$ cat src/rtl/if_stage.sv
// ============================================================================
//  Module   : if_stage
//  Purpose  : Instruction fetch stage with IF/ID register, req/ack memory
//             handshake, stall skid buffer and branch redirect with flush.
//             Optional macro IF_PERF_CNT_EN adds fetch/bubble counters.
//  Revision : 1.0  initial release
// ============================================================================
`default_nettype none

module if_stage #(
  parameter logic [31:0] RESET_PC = 32'h0000_0000,
  parameter logic [31:0] NOP_INST = 32'h0000_0000
) (
  input  logic        clk,
  input  logic        rst,
  input  logic        stall,
  input  logic        branch_taken,
  input  logic [31:0] branch_target,
  output logic        imem_req,
  output logic [31:0] imem_addr,
  input  logic        imem_ack,
  input  logic [31:0] imem_rdata,
  output logic [31:0] IFtoID_PC,
  output logic [31:0] IFtoID_inst,
  output logic        IFtoID_valid
`ifdef IF_PERF_CNT_EN
  ,
  output logic [31:0] perf_fetch,
  output logic [31:0] perf_bubble
`endif
);

  typedef enum logic [1:0] {
    S_REQ  = 2'd0,
    S_HOLD = 2'd1,
    S_DROP = 2'd2
  } state_e;

  state_e      state_q, state_d;
  logic [31:0] pc_q, pc_d;
  logic [31:0] skid_q, skid_d;
  logic [31:0] drop_addr_q, drop_addr_d;
  logic [31:0] id_pc_q, id_pc_d;
  logic [31:0] id_inst_q, id_inst_d;
  logic        id_valid_q, id_valid_d;
  logic        req_en_q;

  logic [31:0] pc_plus4;
  logic [31:0] redirect_pc;
  logic [31:0] load_data;
  logic        load;
  logic        bubble;
  logic        unused_tgt_lsb;

  assign pc_plus4       = pc_q + 32'd4;
  assign redirect_pc    = {branch_target[31:2], 2'b00};
  assign unused_tgt_lsb = ^branch_target[1:0];

  // Requests start one edge after reset release; HOLD parks the bus.
  assign imem_req     = req_en_q && (state_q != S_HOLD);
  assign imem_addr    = (state_q == S_DROP) ? drop_addr_q : pc_q;
  assign IFtoID_PC    = id_pc_q;
  assign IFtoID_inst  = id_inst_q;
  assign IFtoID_valid = id_valid_q;

  always_comb begin
    state_d     = state_q;
    pc_d        = pc_q;
    skid_d      = skid_q;
    drop_addr_d = drop_addr_q;
    id_pc_d     = id_pc_q;
    id_inst_d   = id_inst_q;
    id_valid_d  = id_valid_q;
    load        = 1'b0;
    bubble      = 1'b0;
    load_data   = imem_rdata;

    case (state_q)
      S_REQ: begin
        if (!req_en_q) begin
          if (branch_taken) pc_d = redirect_pc;
        end else if (branch_taken) begin
          bubble = 1'b1;
          pc_d   = redirect_pc;
          if (!imem_ack) begin
            // The outstanding request must complete at its original address.
            state_d     = S_DROP;
            drop_addr_d = pc_q;
          end
        end else if (imem_ack) begin
          if (stall) begin
            skid_d  = imem_rdata;
            state_d = S_HOLD;
          end else begin
            load = 1'b1;
          end
        end else if (!stall) begin
          bubble = 1'b1;
        end
      end
      S_HOLD: begin
        if (branch_taken) begin
          bubble  = 1'b1;
          pc_d    = redirect_pc;
          skid_d  = '0;
          state_d = S_REQ;
        end else if (!stall) begin
          load      = 1'b1;
          load_data = skid_q;
          state_d   = S_REQ;
        end
      end
      S_DROP: begin
        if (branch_taken) begin
          bubble = 1'b1;
          pc_d   = redirect_pc;
        end else if (imem_ack) begin
          state_d = S_REQ;
        end else if (!stall) begin
          bubble = 1'b1;
        end
      end
      default: state_d = S_REQ;
    endcase

    if (load) begin
      id_pc_d    = pc_plus4;
      id_inst_d  = load_data;
      id_valid_d = 1'b1;
      pc_d       = pc_plus4;
    end
    if (bubble) begin
      id_valid_d = 1'b0;
      id_inst_d  = NOP_INST;
    end
  end

  always_ff @(posedge clk or negedge rst) begin
    if (!rst) begin
      state_q     <= S_REQ;
      pc_q        <= RESET_PC;
      skid_q      <= '0;
      drop_addr_q <= '0;
      id_pc_q     <= '0;
      id_inst_q   <= NOP_INST;
      id_valid_q  <= 1'b0;
      req_en_q    <= 1'b0;
    end else begin
      state_q     <= state_d;
      pc_q        <= pc_d;
      skid_q      <= skid_d;
      drop_addr_q <= drop_addr_d;
      id_pc_q     <= id_pc_d;
      id_inst_q   <= id_inst_d;
      id_valid_q  <= id_valid_d;
      req_en_q    <= 1'b1;
    end
  end

`ifdef IF_PERF_CNT_EN
  logic [31:0] perf_fetch_q;
  logic [31:0] perf_bubble_q;

  always_ff @(posedge clk or negedge rst) begin
    if (!rst) begin
      perf_fetch_q  <= '0;
      perf_bubble_q <= '0;
    end else begin
      if (load)   perf_fetch_q  <= perf_fetch_q + 32'd1;
      if (bubble) perf_bubble_q <= perf_bubble_q + 32'd1;
    end
  end

  assign perf_fetch  = perf_fetch_q;
  assign perf_bubble = perf_bubble_q;
`endif

endmodule

`default_nettype wire

$ cat config.mk
export PLATFORM = sky130hd
export DESIGN_NAME = if_stage
export DESIGN_NICKNAME = d
export VERILOG_FILES = /design/src/rtl/if_stage.sv
export SDC_FILE = /design/constraint.sdc
export NUM_CORES = 1
export LEC_CHECK = 0
export ABC_CLOCK_PERIOD_IN_PS = 2300
export BUFFER_PORTS_ARGS = -buffer_cell sky130_fd_sc_hd__buf_4
export CORE_MARGIN = 3
export CORE_UTILIZATION = 30
export DETAILED_ROUTE_END_ITERATION = 8
export GPL_TIMING_DRIVEN = 0
export PLACE_DENSITY_LB_ADDON = 0.3
export SETUP_SLACK_MARGIN = 0.5
export SYNTH_ARGS = -nofsm -noshare
export SYNTH_HDL_FRONTEND = slang
export SYNTH_SLANG_ARGS = --single-unit
$ cat constraint.sdc
create_clock -name clk -period 2.3 [get_ports clk]
set_input_delay 0.115 -clock clk [delete_from_list [all_inputs] [get_ports clk]]
set_output_delay 0.115 -clock clk [all_outputs]
set_load 0.02 [all_outputs]
Word-level counts from Yosys, hierarchy flattened
Index checks and enable logic that the tools add are counted.
W data, S select, Z words.
- flip-flop bits (word level): 164
- latch bits: 0
- RAM bits: 0
- memory bits (read-only): 0
- bits of input ports: 69
- output and inout port bits: 98
- memories: 0
- $add $sub $neg: 1
- multiply operators: 0
- divide/modulo/power cells: 0
- $lt $le $gt $ge: 0
- eq/ne operators: 13
- shift-type cells: 0
- muxes and demuxes: 37
- bitwise operators: 1
- reductions and logical operators: 11
- operator list (operator ; number):
    $mux W32 ; 13
    $pmux W32 S2 ; 1
    $add A32 B3 Y32 const B ; 1
    $mux W2 ; 9
    $ne A2 B2 Y1 const B ; 6
    $ne A3 B3 Y1 const B ; 4
    $mux W1 ; 11
    $reduce_bool A2 Y1 ; 4
    $reduce_and A7 Y1 ; 1
    $pmux W2 S3 ; 1
    $reduce_and A5 Y1 ; 1
    $reduce_and A4 Y1 ; 1
    $pmux W1 S3 ; 1
    $reduce_or A3 Y1 ; 1
    $eq A2 B1 Y1 const B ; 1
    $eq A2 B2 Y1 const B ; 1
    $logic_not A2 Y1 ; 1
    $ne A2 B1 Y1 const B ; 1
    $pmux W1 S2 ; 1
    $reduce_and A2 Y1 ; 1
    $logic_and A1 B1 Y1 ; 1
    $not A1 Y1 ; 1

Depth between registers and ports, before layout
- depth after elaboration: 7
- mapped depth: 8
- mapped depth without buffers: 6

Worst setup path before layout
OpenSTA, ideal clock, no wires.
- kind: reg-to-reg
- start point: register pc_q[2]
- end point: register id_pc_q[22] (netlist: IFtoID_PC[22])
- setup time: 0.132 ns
- data arrival time: 1.589 ns
- setup slack: 0.580 ns
- stages on the path, launching flop included: 7
- buffers on the path: 0
- path through: dfrtp_1 -> ha_1 -> nand3_1 -> nor4_4 -> nand4_1 -> xor2_1 -> o21ai_1
- word-level cells in the longest chain between the ends: 1
- RTL lines (item ; line ; RTL):
    start, declared ; 40 ; logic [31:0] pc_q, pc_d;
    start signal, assigned ; 150 ; pc_q <= pc_d;
    $add A32 B3 Y32 ; 55 ; assign pc_plus4 = pc_q + 32'd4;
    end signal, assigned ; 153 ; id_pc_q <= id_pc_d;
    end, declared ; 43 ; logic [31:0] id_pc_q, id_pc_d;
No other way between the ends.
A chain may end at the register's enable or synchronous reset.

Worst setup path in the final report
- start point: register state_q[0]
- end point: output imem_addr[8]
- word-level cells in the longest chain between the ends: 2
- RTL lines (item ; line ; RTL):
    start, declared ; 39 ; state_e state_q, state_d;
    start signal, assigned ; 149 ; state_q <= state_d;
    $eq A2 B2 Y1 ; 61 ; assign imem_addr = (state_q == S_DROP) ? drop_addr_q : pc_q;
    $mux W32 ; 61 ;
    end, declared ; 20 ; output logic [31:0] imem_addr,
No other way between the ends.

==> flow_summary.toml <==
[synth]
yosys.area_share.xor_xnor_pct = 3.19
synth_top_area_cell = "dfrtp_1"
synth_ff_type = "dfrtp_1"
synthSimpleGateAreaFrac_pct = 12.2
synth-compound-area-share_pct = 13.9
syn_avg_cell_area_sq_um = 11.1
synth_top_family_by_area = "compound AO/OA/AOI/OAI gates"
synthTopCellsByCount = "158 x dfrtp_1, 59 x o21ai_0, 58 x nand2_1, 51 x mux2_2, 45 x nand3_1"
synth_cells = 666
synth_area_leaders = "dfrtp_1 53%, mux2_2 7.7%, mux2i_1 4.5%"
synthArstFlopShare_pct = 100
yosysUniqueCellTypes = 56
synth_edf_count = 0
yosysSeqAreaShare_pct = 53.3
synth_mux_area_share_pct = 13.0
synth.most_common_cell = "dfrtp_1"
synth_fa_ha_area_share_pct = 0.169
ys_ff_latch = 158
post-synth-top-area-fraction_pct = 53.3
synth_area_sq_um = 7410
yosysWarningCount = 0

[power]
p_int_w = 0.00655
power_frac_seq_pct = 39.4
pwr-share-comb_pct = 30.1
p_clk_share_pct = 30.5
leakage_nw = 5.39
power.net_switching_w = 0.00299
ir_drop_mv = 0.449
powerDensity_nw_per_um2 = 833
switching_share_pct = 31.3

[layout]
postLayoutCellArea_sq_um = 11400
area_growth_pct = 54.4
layout-drive-gt1-share_pct = 41.3
fin_cells = 1279
diodes = 0
nNetsFinal = 1017

[die]
core_sq_um = 23900
rows = 56
dieWidth_microns = 163
start_util_pct = 31.0
dieArea_sq_um = 26600
chipHeight_microns = 163
io_pins = 167

[worst_setup_path]
crit_fanout = 8
crit_buf_inv = 4
endpoint_kind = "output pin"
start_kind = "flip-flop"
required_ns = 2.18
path_delay_family = "buffers and inverters"
slowest_delay_ns = 0.38
path_cells = "buf_6 -> nor2_4 -> buf_12 -> clkbuf_16 -> mux2_4 -> buf_6"
crit_arrival_ns = 1.81
crit_type = "reg2out"
cp_slowest_cell = "dfrtp_1"
cpMostUsedCell = "buf_6"

[clock_tree]
cts_root_buf = "clkbuf_16"
insertion_delay_ns = 0.43
clockBufferDepth = 2
cts_sinks = 158
path_clk_slew_ns = 0.06
cts_buffers = 17
htreeDepth = 4
cts_tree = "done"

[detailed_routing]
dr.pass1.iters = 5
drt_iter0_drc = 432
drc = 0
viasPerCell = 4.94
via_count = 6313
drtAntennaViolNets = 0
wl_per_cell_microns = 19.1
wl_mm = 24.5

[timing]
rsz0062_at_grt = "true"
whs_ns = 0.0254
tns_ns = 0
clock.fmax_mhz = 519
layout_min_cycle_time_ns = 1.93
post-route-period-util_pct = 83.8
worst_pin_slew_ns = 0.626
setup_viol = 0
slew_violations = 0
worst_clock_skew_ns = 0.00813
slew_headroom_pct = 58.3
hold_viol = 0

[place]
place_area_sq_um = 9050
numPortBuffers = 159
dpl.hpwl_mm = 15.6
routabilityCongestion = 0.761
place_inst = 1148

[worst_hold_path]
hold_class = "in2reg"

[global_routing]
grt_pass1_vias = 6178
grt_pass1_wl_mm = 36.4
grt_max_degree = 82
antenna_found_initial = 0
grt_usage_pct = 17.6
grt_overflow = 0

[outcome]
outcome = "finished, final reports clean"

[flow_run]
cap_viol_max_count = 0
-- layer usage --
layer  wire [microns]  track usage, %  share of wire, %  vias up
li1                 -               -                 -     2966
met1            11000            24.9                45     3120
met2            11600            27.1                47      209
met3             1600            4.46               6.5       18
met4              263            4.15               1.1        0
met5                0               0                 0        -
-- logic make-up after synthesis --
family	after synthesis
multiplexers	89
AO/OA/AOI/OAI	164
adder cells (fa/ha/maj)	1
buffers and inverters	63
other	2
AND/OR/NAND/NOR	162
flip-flops	158
XOR/XNOR	27
-- area by class of cell --
cell class,count,area (sq um)
inverters,5,21.3
well taps,319,399
multi-input cells,448,3480
flip-flops and latches,158,3960
clock inverters,12,134
fillers,2198,12400
clock buffers,20,467
plain buffers,58,564
repair buffers,259,2420
-- per-stage QoR --
stage / utilization, % / setup slack [ns] / power, W
after floorplan: - / 0.580 / 0.00506
after global placement: 37.7 / 0.150 / 0.00603
after detailed placement: 37.9 / 0.187 / 0.00608
after CTS: 44.7 / 0.328 / 0.00935
after global routing: 47.9 / 0.310 / 0.0100
final: 47.9 / 0.373 / 0.00954
-- final timing paths --
path	start	endpoint	slack, ns	depth (start not counted)
worst min-delay path	branch_target[3]	pc_q[3]	0.03	3
worst min register to register	IFtoID_PC[14]	IFtoID_PC[14]	0.48	2
max in group asynchronous	rst	pc_q[3]	1.21	3
worst max register to register	state_q[0]	skid_q[15]	0.39	9
min in group asynchronous	rst	IFtoID_PC[11]	0.25	2
worst max-delay path	state_q[0]	imem_addr[8]	0.37	6
-- worst register-to-register path, delay by kind of cell, from the launching register on --
family                 cells  cell delay, ns
and+or+nand+nor            2            0.51
AOI/OAI and AO/OA          1            0.13
DFF                        1            0.38
buffers and inverters      6            0.84
-- cell usage in the layout (no fill, tap or decap), drive strengths merged, types with 10 or more instances in the layout --
cell type | netlist | layout
a21oi | 18 | 18
a22o | 32 | 32
buf | 47 | 234
mux2i | 33 | 33
mux2 | 56 | 56
nand3 | 46 | 46
dfrtp | 158 | 158
dlygate4sd3 | 0 | 62
o21ai | 81 | 81
nor2 | 14 | 14
xnor2 | 17 | 17
nor3 | 10 | 10
xor2 | 10 | 10
nand2 | 59 | 59
clkbuf | 11 | 41
-- state kept, by name (all words and copies together), names as in the netlist --
name and cells:
IFtoID_inst 32, skid_q 32, IFtoID_PC 30, drop_addr_q 30
pc_q 30, state_q 2, IFtoID_valid 1, req_en_q 1
-- power by group through the flow --
| stage | clock [W] | sequential [W] | combinational [W] |
|---|---|---|---|
| floorplan | 0 | 0.00394 | 0.00112 |
| global placement | 0 | 0.00375 | 0.00228 |
| detailed placement | 0 | 0.00377 | 0.00231 |
| CTS | 0.00297 | 0.00374 | 0.00264 |
| global route | 0.00310 | 0.00383 | 0.00309 |
| finish | 0.00291 | 0.00376 | 0.00287 |
-- what timing repair did --
action                                  in CTS  in global routing
pin swaps                                    6                 31
hold buffers                                62                  0
gates cloned                                 1                 11
endpoints found under the hold margin      161                  0
resized for setup                           87                173
endpoints found under the setup margin     178                182
buffers inserted                            13                 12
No activity file was read; power rests on OpenSTA's default activity.
